$ cat src/rtl/cpu_pkg.sv
// Shared definitions for the 16-bit five-stage CPU: widths, opcodes, bubble
// word and the fetch-stage state encoding.
package cpu_pkg;

    localparam int PC_W     = 16;
    localparam int INSTR_W  = 16;
    localparam int OPCODE_W = 4;

    localparam logic [OPCODE_W-1:0] OP_ADD = 4'h0;
    localparam logic [OPCODE_W-1:0] OP_SUB = 4'h1;
    localparam logic [OPCODE_W-1:0] OP_AND = 4'h2;
    localparam logic [OPCODE_W-1:0] OP_OR  = 4'h3;
    localparam logic [OPCODE_W-1:0] OP_LW  = 4'h8;
    localparam logic [OPCODE_W-1:0] OP_SW  = 4'h9;
    localparam logic [OPCODE_W-1:0] OP_BEQ = 4'hC;
    localparam logic [OPCODE_W-1:0] OP_JMP = 4'hD;
    localparam logic [OPCODE_W-1:0] OP_HLT = 4'hF;

    localparam logic [OPCODE_W-1:0] HLT_OPCODE = OP_HLT;
    localparam logic [INSTR_W-1:0]  NOP_INSTR  = 16'h0000;

    typedef enum logic [1:0] {
        ST_RUN    = 2'd0,
        ST_DRAIN  = 2'd1,
        ST_HALTED = 2'd2
    } fetch_state_e;

    function automatic logic [OPCODE_W-1:0] opcode_of(input logic [INSTR_W-1:0] instr);
        return instr[INSTR_W-1 -: OPCODE_W];
    endfunction

endpackage

$ cat src/rtl/fetch_stage_if.sv
// Instruction-memory read port between the fetch stage (master) and the
// instruction memory (slave); the memory answers combinationally.
interface fetch_stage_if #(
    parameter int PC_W = cpu_pkg::PC_W
) ();

    logic [PC_W-1:0]             im_addr;
    logic                        im_rd_en;
    logic [cpu_pkg::INSTR_W-1:0] im_instr;

    modport master (output im_addr, output im_rd_en, input im_instr);
    modport slave  (input im_addr, input im_rd_en, output im_instr);

endinterface

$ cat src/rtl/fetch_stage_halt_ctrl.sv
// RUN/DRAIN/HALTED controller: after a halt is fetched, waits for the older
// instructions to leave the pipe, then raises a sticky hlt.
module halt_ctrl #(
    parameter int DRAIN_CYCLES = 4
) (
    input  logic                  clk,
    input  logic                  rst_n,
    input  logic                  is_hlt,
    input  logic                  stall,
    input  logic                  br_taken,
    output cpu_pkg::fetch_state_e state,
    output logic                  hlt
);
    import cpu_pkg::*;

    localparam int CNT_W = (DRAIN_CYCLES > 1) ? $clog2(DRAIN_CYCLES) : 1;
    localparam logic [CNT_W-1:0] CNT_LAST = CNT_W'(DRAIN_CYCLES - 1);

    fetch_state_e     state_q, state_d;
    logic [CNT_W-1:0] cnt_q, cnt_d;
    logic             hlt_q, hlt_d;

    always_ff @(posedge clk or negedge rst_n) begin
        if (!rst_n) begin
            state_q <= ST_RUN;
            cnt_q   <= '0;
            hlt_q   <= 1'b0;
        end else begin
            // NOTE: non-blocking for all state so every flop samples pre-edge values.
            state_q <= state_d;
            cnt_q   <= cnt_d;
            hlt_q   <= hlt_d;
        end
    end

    always_comb begin
        // NOTE: defaults first; every path assigns every _d, so no latches.
        state_d = state_q;
        cnt_d   = cnt_q;
        hlt_d   = hlt_q;

        unique case (state_q)
            ST_HALTED: ;
            ST_RUN, ST_DRAIN: begin
                if (br_taken) begin
                    // A redirect proves the halt was on a wrong path.
                    state_d = ST_RUN;
                    cnt_d   = '0;
                end else if (!stall) begin
                    if (state_q == ST_RUN) begin
                        if (is_hlt) begin
                            state_d = ST_DRAIN;
                            cnt_d   = '0;
                        end
                    end else if (cnt_q == CNT_LAST) begin
                        state_d = ST_HALTED;
                        hlt_d   = 1'b1;
                    end else begin
                        cnt_d = cnt_q + 1'b1;
                    end
                end
            end
            default: begin
                state_d = ST_RUN;
                cnt_d   = '0;
            end
        endcase
    end

    assign state = state_q;
    assign hlt   = hlt_q;

endmodule

$ cat src/rtl/fetch_stage.sv
// Instruction-fetch stage: owns the PC, drives the instruction-memory port and
// loads IF/ID, honouring stall, branch redirect and halt drain.
module fetch_stage #(
    parameter int                          PC_W         = cpu_pkg::PC_W,
    parameter logic [PC_W-1:0]             RESET_PC     = '0,
    parameter logic [cpu_pkg::OPCODE_W-1:0] HLT_OPCODE  = cpu_pkg::HLT_OPCODE,
    parameter logic [cpu_pkg::INSTR_W-1:0] NOP_INSTR    = cpu_pkg::NOP_INSTR,
    parameter int                          DRAIN_CYCLES = 4
) (
    input  logic                        clk,
    input  logic                        rst_n,
    input  logic                        stall,
    input  logic                        br_taken,
    input  logic [PC_W-1:0]             br_target,
    fetch_stage_if.master               im,
    output logic [PC_W-1:0]             pc,
    output logic [cpu_pkg::INSTR_W-1:0] if_id_instr,
    output logic [PC_W-1:0]             if_id_pc1,
    output logic                        if_id_valid,
    output logic                        hlt
);
    import cpu_pkg::*;

    typedef struct packed {
        logic [INSTR_W-1:0] instr;
        logic [PC_W-1:0]    pc1;
        logic               valid;
    } if_id_t;

    localparam if_id_t BUBBLE = '{instr: NOP_INSTR, pc1: '0, valid: 1'b0};

    logic [PC_W-1:0] pc_q, pc_d, pc_inc;
    if_id_t          if_id_q, if_id_d;
    fetch_state_e    state;
    logic            is_hlt;

    assign pc_inc = pc_q + 1'b1;
    assign is_hlt = (opcode_of(im.im_instr) == HLT_OPCODE);

    halt_ctrl #(
        .DRAIN_CYCLES (DRAIN_CYCLES)
    ) u_halt_ctrl (
        .clk      (clk),
        .rst_n    (rst_n),
        .is_hlt   (is_hlt),
        .stall    (stall),
        .br_taken (br_taken),
        .state    (state),
        .hlt      (hlt)
    );

    always_ff @(posedge clk or negedge rst_n) begin
        if (!rst_n) begin
            pc_q    <= RESET_PC;
            if_id_q <= BUBBLE;
        end else begin
            pc_q    <= pc_d;
            if_id_q <= if_id_d;
        end
    end

    always_comb begin
        pc_d    = pc_q;
        if_id_d = if_id_q;

        unique case (state)
            ST_HALTED: ;
            ST_RUN, ST_DRAIN: begin
                if (br_taken) begin
                    pc_d    = br_target;
                    if_id_d = BUBBLE;
                end else if (!stall) begin
                    if (state == ST_RUN) begin
                        if_id_d = '{instr: im.im_instr, pc1: pc_inc, valid: 1'b1};
                        // The halt word parks the PC on itself while the pipe drains.
                        if (!is_hlt) pc_d = pc_inc;
                    end else begin
                        if_id_d = BUBBLE;
                    end
                end
            end
            default: ;
        endcase
    end

    // Address and enable depend on registered state only, never on im_instr.
    assign im.im_addr   = pc_q;
    assign im.im_rd_en  = (state == ST_RUN);

    assign pc          = pc_q;
    assign if_id_instr = if_id_q.instr;
    assign if_id_pc1   = if_id_q.pc1;
    assign if_id_valid = if_id_q.valid;

endmodule
$ cat src/flat_wrapper.sv
// flat-port wrapper written by rule: the top's interface ports become plain ports
module fetch_stage_flat import cpu_pkg::*;
#(
    parameter int                          PC_W         = cpu_pkg::PC_W,
    parameter logic [PC_W-1:0]             RESET_PC     = '0,
    parameter logic [cpu_pkg::OPCODE_W-1:0] HLT_OPCODE  = cpu_pkg::HLT_OPCODE,
    parameter logic [cpu_pkg::INSTR_W-1:0] NOP_INSTR    = cpu_pkg::NOP_INSTR,
    parameter int                          DRAIN_CYCLES = 4
)
  (clk, rst_n, stall, br_taken, br_target, pc, if_id_instr, if_id_pc1, if_id_valid, hlt, im_im_addr, im_im_rd_en, im_im_instr);
  fetch_stage_if #(.PC_W(PC_W)) im_i ();
  input  logic clk;
  input  logic rst_n;
  input  logic stall;
  input  logic br_taken;
  input  logic [PC_W-1:0] br_target;
  output logic [PC_W-1:0] pc;
  output logic [cpu_pkg::INSTR_W-1:0] if_id_instr;
  output logic [PC_W-1:0] if_id_pc1;
  output logic if_id_valid;
  output logic hlt;
  output wire logic [$bits(im_i.im_addr)-1:0] im_im_addr;
  output wire logic [$bits(im_i.im_rd_en)-1:0] im_im_rd_en;
  input wire logic [$bits(im_i.im_instr)-1:0] im_im_instr;
  assign im_im_addr = im_i.im_addr;
  assign im_im_rd_en = im_i.im_rd_en;
  assign im_i.im_instr = im_im_instr;
  fetch_stage #(.PC_W(PC_W), .RESET_PC(RESET_PC), .HLT_OPCODE(HLT_OPCODE), .NOP_INSTR(NOP_INSTR), .DRAIN_CYCLES(DRAIN_CYCLES)) u_core (.clk(clk), .rst_n(rst_n), .stall(stall), .br_taken(br_taken), .br_target(br_target), .im(im_i), .pc(pc), .if_id_instr(if_id_instr), .if_id_pc1(if_id_pc1), .if_id_valid(if_id_valid), .hlt(hlt));
endmodule
$ cat config.mk
export PLATFORM = sky130hd
export DESIGN_NAME = fetch_stage_flat
export DESIGN_NICKNAME = d
export VERILOG_FILES = /design/src/rtl/cpu_pkg.sv /design/src/rtl/fetch_stage_if.sv /design/src/rtl/fetch_stage_halt_ctrl.sv /design/src/rtl/fetch_stage.sv /design/src/flat_wrapper.sv
export SDC_FILE = /design/constraint.sdc
export NUM_CORES = 1
export LEC_CHECK = 0
export ABC_AREA = 1
export BUFFER_PORTS_ARGS = -buffer_cell sky130_fd_sc_hd__buf_4
export CAP_MARGIN = 30
export CORE_MARGIN = 2
export CORE_UTILIZATION = 43
export DETAILED_ROUTE_END_ITERATION = 8
export GPL_TIMING_DRIVEN = 0
export HOLD_SLACK_MARGIN = 0.05
export PLACE_DENSITY = 0.79
export SETUP_SLACK_MARGIN = 0.2
export SLEW_MARGIN = 20
export SYNTH_ARGS = -nofsm -noshare
export SYNTH_HDL_FRONTEND = slang
export SYNTH_SLANG_ARGS = --single-unit
$ cat constraint.sdc
create_clock -name clk -period 3 [get_ports clk]
set_input_delay 0.75 -clock clk [delete_from_list [all_inputs] [get_ports clk]]
set_output_delay 0.75 -clock clk [all_outputs]
set_load 0.01 [all_outputs]
==> summary.md <==
| Metric | Value |
|---|---|
| CP Class | register to primary output |
| Worst Setup End Kind | primary output |
| CTS root buffer | clkbuf_8 |
| Final WL | 7.36 mm |
| Post-synthesis sequential area ratio | 48.8% |
| Core Area | 6280 µm² |
| Crit path required time | 2.25 ns |
| Internal | 0.00168 W |
| WHS Path Cells | 2 |
| DR pass1 iterations | 4 |
| Grt total ovfl | 0 |
| Area share of the largest cell type after synthesis | 48.8% |
| Post-synth net total | 380 |
| Vias in the first global route | 2619 |
| Switching share of total power | 38.7% |
| Worst Path Arrival | 1.08 ns |
| Number of synthesized register bits | 54 |
| Post-synth cell types | 23 |
| Pwr Total | 0.00273 W |
| Die extent in x | 84.3 µm |
| Mapped Cells | 342 |
| Status | complete, no violations |
| Max Fclk | 0.547 GHz |
| GP Congestion | 0.875 |
| Initial antenna violation count | 0 |
| Die H | 84.3 µm |
| Boundary Pins | 103 |
| NetSw | 0.00106 W |
| Clock power frac | 14.8% |
| CTS H-tree depth | 2 |
| WHS Endpoint | u_core.u_halt_ctrl.hlt$_DFFE_PN0P_ |
| Mapped cell area | 2770 µm² |
| Total CTS buffers | 5 |
| Average wire per standard cell | 13.9 µm |
| Top post-synthesis cells by area | dfrtp_1, nand2_1, a22o_1 |
| IO Port Bufs | 101 |
| Final Setup Violations | 0 |
| Fin. Hold Viols | 0 |
| Initial Utilization | 44.1% |
| Max_slew headroom | 54.8% |
| Async set or reset register ratio after synthesis | 100% |
| Worst vdd ir | 0.408 mV |
| DIE AREA | 7100 µm² |
| Routed vias | 2578 |
| Largest net degree at the start of global routing | 55 |
| # rows | 29 |
| Power Density | 737 nW/µm² |
| Clock tree sinks | 54 |
| Residual DRC count | 0 |
| Reg2reg start | u_core.im.im_addr[0]$_DFFE_PN0P_ |
| Final clock skew | 0.00400 ns |
| Main synth FF type | dfrtp_1 |
| Setup ws final | 1.17 ns |
| Startpoint Class | register |
| Final min period | 1.83 ns |
| Max Transition Viols Final | 0 |
| Vias per cell | 4.88 |
| Most numerous cell in the Yosys netlist | nand2_1 |
| Crit path max fanout | 7 |
| Least-Margin Pin Slew | 0.678 ns |
| R2R depth | 7 |
| Fillers | 608 |
| Clock Path Buffers | 2 |
| Worst R2R Setup Slack | 1.31 ns |
| Hold Crit Start | u_core.u_halt_ctrl.hlt$_DFFE_PN0P_ |
| Flop pwr share | 40.3% |
| Pre-CTS setup slack | 1.10 ns |
| Setup bufs post-CTS | 0 |
| Worst-path clk slew | 0.10 ns |
| Avg Cell Area, Syn | 8.10 µm² |
| Final Cycle Share | 60.9% |
| Worst Setup SP | u_core.im.im_addr[0]$_DFFE_PN0P_ |
| Final HPWL DP | 5.57 mm |
| Cts repair resizes | 0 |
| Unrepaired setup endpoints after global routing | no |
| Syn. warnings | 0 |
| M3 GR Usage | 4.13% |
| Hold crit path type | register to register |
| Post-synth EDFFs | 0 |
| Max_cap viols | 0 |
| Area delta synth->final | 34.0% |
| Final ANT Viol Nets | 0 |
| Hold Buf Count CTS | 0 |
| Met2 usage | 36.2% |
| 1st-iter DRT viols | 123 |
| Share of cells above drive strength 1 | 31.5% |
| GRT busiest layer | met2 |
| Total track usage | 21.3% |
| Leading area contributor after synthesis | dfrtp_1 |
| Total negative slack | 0 ns |
| CTS tree | built |
| Insertion delay to the later sink of the worst-skew pair | 0.30 ns |
| Leak | 2.04 nW |
| Layout Nets | 488 |
| Comb pwr share | 45.0% |
| Top cells by count, synth | nand2_1, dfrtp_1, nor2_1 |
| Met1 Usage GRT | 28.0% |
| Capturing point of the worst reg2reg path | u_core.im.im_addr[6]$_DFFE_PN0P_ |
| N_diodes | 0 |
| First-pass GRT wire length | 12.3 mm |
layout make-up:
class | count | area (µm²) | area share, %
Sequential cell | 54 | 1350 | 36.4
Multi-Input combinational cell | 236 | 1130 | 30.4
Timing Repair Buffer | 101 | 758 | 20.4
Buffer | 27 | 195 | 5.26
Tap cell | 77 | 96.3 | 2.60
Inverter | 25 | 95.1 | 2.56
Clock buffer | 6 | 72.6 | 1.95
Clock inverter | 2 | 13.8 | 0.371
registers in the layout (all words and copies together) (netlist names):
register	cells
u_core.if_id_instr	16
u_core.if_id_pc1	16
u_core.if_id_valid	1
u_core.im.im_addr	16
u_core.u_halt_ctrl.cnt_q	2
u_core.u_halt_ctrl.hlt	1
u_core.u_halt_ctrl.state	2
logic make-up (layout without fill, tap and decap cells):
logic type	after synthesis	in the layout	share of synthesized area [%]
AOI/OAI and AO/OA	45	45	11.2
xor gates and xnor gates	6	6	1.90
adders and majority gates	2	2	0.903
buffers and inverters	52	161	10.5
DFF	54	54	48.8
and+or+nand+nor	183	183	26.7
worst max-delay path: stages, from the launching register on:
cell and delay [ns]:
dfrtp_1 0.48, buf_4 0.17, buf_4 0.13
power by group through the flow:
stage	combinational [W]	sequential [W]	clock (W)
2_1_floorplan	0.000618	0.00114	0
3_3_place_gp	0.00120	0.00110	0
3_5_place_dp	0.00124	0.00111	0
4_1_cts	0.00124	0.00110	0.000413
5_1_grt	0.00136	0.00113	0.000444
6_report	0.00123	0.00110	0.000403
per-stage QoR:
stage | instances | area [µm²] | utilization, % | hold WS (ns)
after detailed placement | 520 | 3630 | 57.8 | 0.457
after global placement | 520 | 3630 | 57.8 | 0.454
final | 528 | 3710 | 59.1 | 0.473
after CTS | 528 | 3710 | 59.1 | 0.480
after floorplan | 342 | 2770 | - | 0.454
after global routing | 528 | 3710 | 59.1 | 0.504
layout by cell type, fill, tap and decap left out:
master,count
buf_4,119
nand2_1,118
dfrtp_1,54
nor2_1,39
inv_1,23
o21ai_0,21
a22o_1,17
nand3_1,14
o21ai_1,5
nand4_1,5
clkbuf_8,5
nor2_2,4
xor2_1,4
clkbuf_1,4
buf_2,3
buf_6,3
o21ai_4,2
clkinv_2,2
xnor2_1,2
ha_1,2
nand2_2,1
nand3b_1,1
nor2_4,1
inv_2,1
clkinv_4,1
worst max path at each step:
| stage | endpoint | slack (ns) | depth (start not counted) |
|---|---|---|---|
| floorplan | u_core.im.im_addr[14]$_DFFE_PN0P_ | 1.32 | 8 |
| global route | pc[10] | 1.13 | 2 |
| global placement | u_core.im.im_addr[14]$_DFFE_PN0P_ | 1.14 | 8 |
| finish | pc[0] | 1.17 | 2 |
| detailed placement | u_core.im.im_addr[13]$_DFFE_PN0P_ | 1.10 | 8 |
| CTS | pc[0] | 1.17 | 2 |
routing by layer:
layer	routed length, µm	up-vias
met5	0	-
met2	3760	76
met4	70	0
met1	3150	1209
li1	-	1287
met3	370	6
Note: power is estimated with default switching activity, not from simulation.
